--- config.mk ---
export PLATFORM = sky130hd
export DESIGN_NAME = fp_sqrt_iter
export DESIGN_NICKNAME = d
export VERILOG_FILES = /design/src/rtl/fp_sqrt_iter.sv
export SDC_FILE = /design/constraint.sdc
export NUM_CORES = 1
export LEC_CHECK = 0
export CORE_MARGIN = 8
export CORE_UTILIZATION = 60
export DETAILED_ROUTE_END_ITERATION = 10
export DONT_BUFFER_PORTS = 1
export PLACE_DENSITY = 0.79
export SLEW_MARGIN = 40
export SYNTH_ARGS = -nofsm -noshare
export SYNTH_HDL_FRONTEND = slang
export SYNTH_SLANG_ARGS = --single-unit
--- constraint.sdc ---
create_clock -name clk -period 3.5 [get_ports clk]
set_clock_uncertainty 0.05 [all_clocks]
set_input_delay 0.525 -clock clk [delete_from_list [all_inputs] [get_ports clk]]
set_output_delay 0.525 -clock clk [all_outputs]
set_load 0.01 [all_outputs]
--- src/rtl/fp_sqrt_iter.sv ---
// fp_sqrt_iter: multi-cycle IEEE-754 square root, restoring digit recurrence, one root bit per cycle.
// Ports: clk, rst_n (async active-low); in_valid/in_ready/A operand handshake;
//        out_valid/out_ready/result/invalid/inexact result handshake.
// Define FSQRT_ROUND_NEAREST_EN for round-to-nearest-even; otherwise the root is truncated.
module fp_sqrt_iter #(
    parameter int EXP_W = 8,
    parameter int MAN_W = 23
) (
    input  logic                 clk,
    input  logic                 rst_n,
    input  logic                 in_valid,
    output logic                 in_ready,
    input  logic [EXP_W+MAN_W:0] A,
    output logic                 out_valid,
    input  logic                 out_ready,
    output logic [EXP_W+MAN_W:0] result,
    output logic                 invalid,
    output logic                 inexact
);
    localparam int W  = 1 + EXP_W + MAN_W;
    localparam int R  = MAN_W + 2;
    localparam int RW = R + 3;
    localparam int CW = $clog2(R);
    localparam logic [EXP_W-1:0] EMAX   = '1;
    localparam logic [EXP_W-1:0] BIAS_H = EMAX >> 2;
    localparam logic [W-1:0]     QNAN   = {1'b0, EMAX, 1'b1, {(MAN_W-1){1'b0}}};
    typedef enum logic [1:0] {IDLE, CALC, ROUND, DONE} state_t;
    state_t           state, next_state;
    logic             a_sign;
    logic [EXP_W-1:0] a_exp;
    logic [MAN_W-1:0] a_frac;
    logic             is_nan, special, spec_inv, accept;
    logic [W-1:0]     spec_res;
    logic [2*R-1:0]   rad;
    logic [RW-1:0]    rem, rem_sh, trial, diff;
    logic [R-1:0]     root;
    logic [EXP_W-1:0] exp_r;
    logic [CW-1:0]    cnt;
    logic             ge, guard, sticky, inc;
    logic [MAN_W:0]   fsum;

    assign {a_sign, a_exp, a_frac} = A;
    assign accept = in_valid & in_ready;

    // Special operands resolve in one step; priority NaN, zero/subnormal, negative, +Inf.
    always_comb begin
        is_nan   = (a_exp == EMAX) && (a_frac != '0);
        special  = (a_exp == EMAX) || (a_exp == '0) || a_sign;
        spec_res = is_nan ? QNAN : (a_exp == '0) ? {a_sign, {(W-1){1'b0}}} : a_sign ? QNAN : A;
        spec_inv = is_nan ? ~a_frac[MAN_W-1] : (a_exp != '0) && a_sign;
    end

    // One restoring step: bring down two radicand bits, try subtracting 4q+1.
    assign rem_sh = {rem[RW-3:0], rad[2*R-1 -: 2]};
    assign trial  = {1'b0, root, 2'b01};
    assign diff   = rem_sh - trial;
    assign ge     = rem_sh >= trial;
    assign guard  = root[0];
    assign sticky = |rem;
`ifdef FSQRT_ROUND_NEAREST_EN
    assign inc = guard & (sticky | root[1]);
`else
    assign inc = 1'b0;
`endif
    // Rounding on the fraction only; a carry-out means the significand reached 2.0.
    assign fsum = {1'b0, root[R-2:1]} + {{MAN_W{1'b0}}, inc};

    always_ff @(posedge clk or negedge rst_n) begin
        if (!rst_n) state <= IDLE;
        else state <= next_state;
    end

    always_comb begin
        next_state = state;
        case (state)
            IDLE:    next_state = accept ? (special ? DONE : CALC) : IDLE;
            CALC:    next_state = (cnt == '0) ? ROUND : CALC;
            ROUND:   next_state = DONE;
            DONE:    next_state = out_ready ? IDLE : DONE;
            default: next_state = IDLE;
        endcase
    end

    always_comb begin
        in_ready  = rst_n && (state == IDLE);
        out_valid = (state == DONE);
    end

    // Odd unbiased exponent (even biased field, since bias is odd) doubles the radicand.
    // Result exponent (E+bias)/2 is formed without a wide adder: E>>1 + bias>>1 + E[0].
    always_ff @(posedge clk or negedge rst_n) begin
        if (!rst_n) begin
            rad   <= '0;
            rem   <= '0;
            root  <= '0;
            exp_r <= '0;
            cnt   <= '0;
        end else if (state == IDLE && accept) begin
            rad   <= a_exp[0] ? {2'b01, a_frac, {(MAN_W+2){1'b0}}} : {1'b1, a_frac, {(MAN_W+3){1'b0}}};
            rem   <= '0;
            root  <= '0;
            exp_r <= {1'b0, a_exp[EXP_W-1:1]} + BIAS_H + {{(EXP_W-1){1'b0}}, a_exp[0]};
            cnt   <= CW'(MAN_W + 1);
        end else if (state == CALC) begin
            rad  <= rad << 2;
            rem  <= ge ? diff : rem_sh;
            root <= {root[R-2:0], ge};
            cnt  <= cnt - CW'(1);
        end
    end

    always_ff @(posedge clk or negedge rst_n) begin
        if (!rst_n) begin
            result  <= '0;
            invalid <= 1'b0;
            inexact <= 1'b0;
        end else if (state == IDLE && accept && special) begin
            result  <= spec_res;
            invalid <= spec_inv;
            inexact <= 1'b0;
        end else if (state == ROUND) begin
            result  <= {1'b0, exp_r + {{(EXP_W-1){1'b0}}, fsum[MAN_W]},
                        fsum[MAN_W] ? {MAN_W{1'b0}} : fsum[MAN_W-1:0]};
            invalid <= 1'b0;
            inexact <= guard | sticky;
        end
    end
endmodule

==> summary.md <==
| Metric | Value |
|---|---|
| Commonest cells in the netlist | `127 x dfrtp_1, 95 x nand2_1, 69 x a21oi_1, 64 x nor2_1` |
| Fillers | `around 950` |
| GRT Residual Overflow | `0` |
| Tightest Pin Transition | `635 ps` |
| Core area | `~12000 um2` |
| Hold crit path type | `input port to asynchronous set/reset pin` |
| Row count | `40` |
| Placed Cells | `approximately 900` |
| Die area | `15700 um2` |
| Synth Flop Type | `dfrtp_1` |
| Post-route insts no fill | `944` |
| H-tree levels | `4` |
| Synth Cell Area | `a little over 7000 um2` |
| Die Y | `between 100 and 150 um` |
| CP max-delay cell | `dfrtp_1` |
| Worst EP required | `3730 ps` |
| Iter 0 DRT Violations | `603` |
| DRT Wirelength | `17800 um` |
| Post-CTS Resized | `0` |
| Vias | `6016` |
| Peak Freq | `about 320 MHz` |
| Sequential fraction of the synthesis area | `approximately 44%` |
| Leakage | `~3.4 nW` |
| Maximum vdd drop | `434 uV` |
| Syn_area_per_cell | `between 8 and 9 um2` |
| Final hold vios | `between 100 and 150` |
| Area leader, netlist | `dfrtp_1` |
| Startpoint types | `register` |
| First-pass GRT wire length | `a little under 30000 um` |
| Gr usage total | `a little under a quarter` |
| Maximum capacitance violations | `0` |
| Diode count | `0` |
| RSZ-0062 raised after global routing | `false` |
| Ports | `72` |
| # Post-CTS Setup Buffers | `0` |
| Synth Net Count | `874` |
| Synthesis-to-layout area growth | `8.94%` |
| CTS tree | `built` |
| Clock Sink Count | `roughly 130` |
| Area share of the leading cell type in the synthesized netlist | `between 40% and 50%` |
| Final worst path period need | `roughly 3200 ps` |
| Power per cell area | `1170 nW/um2` |
| Critical path class | `register to register` |
| Fin crit share | `around nine tenths` |
| Dpl hpwl | `approximately 12000 um` |
| FF+latch count, synth | `~130` |
| Via density per instance | `6.37` |
| Initial antenna violation count | `0` |
| Nets | `approximately 850` |
| Clock latency at the later pin of the worst-skew pair | `420 ps` |
| Slew Viols, Final | `0` |
| Most common cell in the synthesized netlist | `dfrtp_1` |
| EDFF count, synth | `0` |
| CTS Buf Count | `17` |
| Gpl congestion | `a little over 0.9` |
| Synth unique cells | `50` |
| FFs w/ async S/R, synth | `between 90% and 100%` |
| CP Cell Sequence | `ha_1 > a21oi_1 > o21ai_1 > o21ba_2 > o31ai_1 > a21oi_1 > a2111oi_4 > buf_4 > mux2i_1 > o21ai_1` |
| Register area | `3180 um2` |
| DRC | `0` |
| Die Span X | `around 130 um` |
| Post-route ant nets | `0` |
| Worst setup EP type | `register` |
| Worst EP arrival | `3390 ps` |
| Setup_tns | `0 ps` |
| Run status | `complete, but fails checks` |
| Largest stage delay, worst path | `roughly 420 ps` |
| Final setup violation count | `0` |
| Vias in the first global route | `5778` |
| Root Driver | `clkbuf_16` |
| Max-slew headroom | `57.3%` |
| Layout cells sized above 1 | `6.52%` |
| Routed wire length per instance | `18.9 um` |
| Area of the multi-input gates | `3650 um2` |
| Overall Power | `a little over 9 mW` |
| Final hold slack | `-251 ps` |
| Starting density of the core | `about three fifths` |
| Failing checks | `hold timing` |
| Largest net degree at the start of global routing | `around 130` |
| CTS max path bufs | `2` |
| Syn Inst Count | `just over 800` |
| Area contributors post-synth | `dfrtp_1 44%, ha_1 5.6%, nand2_1 5.0%` |
| Port Buffers | `0` |
| CP Max Fanout | `30` |
| Synth Warn # | `0` |
| Pre-antenna DRT Iters | `5` |
| Clock transition at path regs | `roughly 60 ps` |
==> cell type report <==
class	instances	share of cell area, %
well taps	147	2.36
flip-flops and latches	127	40.8
multi-input cells	594	46.9
inverters	36	1.73
repair buffers	9	0.916
clock inverters	10	1.11
clock buffers	21	6.17
==> worst paths after layout <==
kind | from | endpoint | slack [ps] | cells past startpoint
max in group asynchronous | rst_n | rad[31]$_DFFE_PN0P_ | 3510 | 0
max | rem[3]$_DFFE_PN0P_ | rem[18]$_DFFE_PN0P_ | 340 | 10
min in group clk | A[30] | exp_r[7]$_DFFE_PN0P_ | 200 | 2
min | rst_n | rem[27]$_DFFE_PN0P_ | -250 | 0
min reg2reg | exp_r[7]$_DFFE_PN0P_ | exp_r[7]$_DFFE_PN0P_ | 430 | 2
max reg2reg | rem[3]$_DFFE_PN0P_ | rem[18]$_DFFE_PN0P_ | 340 | 10
==> critical path, delay by kind of cell, from the launching register on <==
kind / cells / cell delay [ps]
AOI/OAI and AO/OA: 7 / 1450
DFF: 1 / 420
buffers and inverters: 1 / 390
adders and majority gates: 1 / 380
muxes: 1 / 350
==> flip-flops by register name, indices dropped and copies added (netlist names) <==
name     flops
inexact      1
exp_r        8
result      32
invalid      1
root        25
rad         25
rem         28
state        2
cnt          5
==> per-layer routing <==
metal  share of wire, %  vias up  global-route usage (%)  routed length [um]
li1                   -     2837                       -                   -
met1                 44     2926                    29.8                7870
met2                 47      217                    35.6                8440
met3                6.5       36                    6.67                1160
met4                2.0        0                    8.45                 363
met5                  0        -                       0                   0
==> cells in the final DEF, fill, tap and decap left out, drive strengths merged, types with 4 or more instances in the layout <==
cell / synthesis / layout
dfrtp: 127 / 127
nand2: 95 / 95
o21ai: 82 / 82
a21oi: 69 / 69
nor2: 64 / 64
nand3: 59 / 59
inv: 36 / 37
ha: 32 / 32
mux2i: 29 / 29
a221o: 22 / 22
clkbuf: 36 / 21
xor2: 16 / 16
xnor2: 15 / 15
nor4: 14 / 14
a21o: 13 / 13
nor3: 9 / 9
buf: 13 / 9
nand2b: 8 / 8
nand4: 7 / 7
a31oi: 7 / 7
a32oi: 6 / 6
clkinv: 0 / 5
nor2b: 5 / 5
o31ai: 4 / 4
==> metrics by stage <==
step / instance area (um2) / util, % / worst slack (ps)
6_report: 7790 / 66.0 / 341
5_1_grt: 7790 / 66.0 / 164
4_1_cts: 7790 / 65.9 / 390
3_5_place_dp: 7220 / 61.1 / 395
3_3_place_gp: 7220 / 61.1 / 418
2_1_floorplan: 7150 / - / 808
==> kinds of logic (layout without fill, tap and decap cells) <==
family                     after synthesis  after routing  share of synthesized area (%)
and+or+nand+nor                        273            273                           17.2
AOI/OAI and AO/OA                      229            229                           20.2
adders and majority gates               32             32                           5.60
DFF                                    127            127                           44.4
muxes                                   29             29                           4.06
xor gates and xnor gates                31             31                           3.80
buffers and inverters                   85             76                           4.71
==> report_power, final <==
| part | internal, mW | switching, mW |
|---|---|---|
| combinational | 1.88 | 2.85 |
| clock | 1.04 | 0.632 |
| sequential | 2.09 | 0.589 |
No activity file was read; power rests on OpenSTA's default activity.
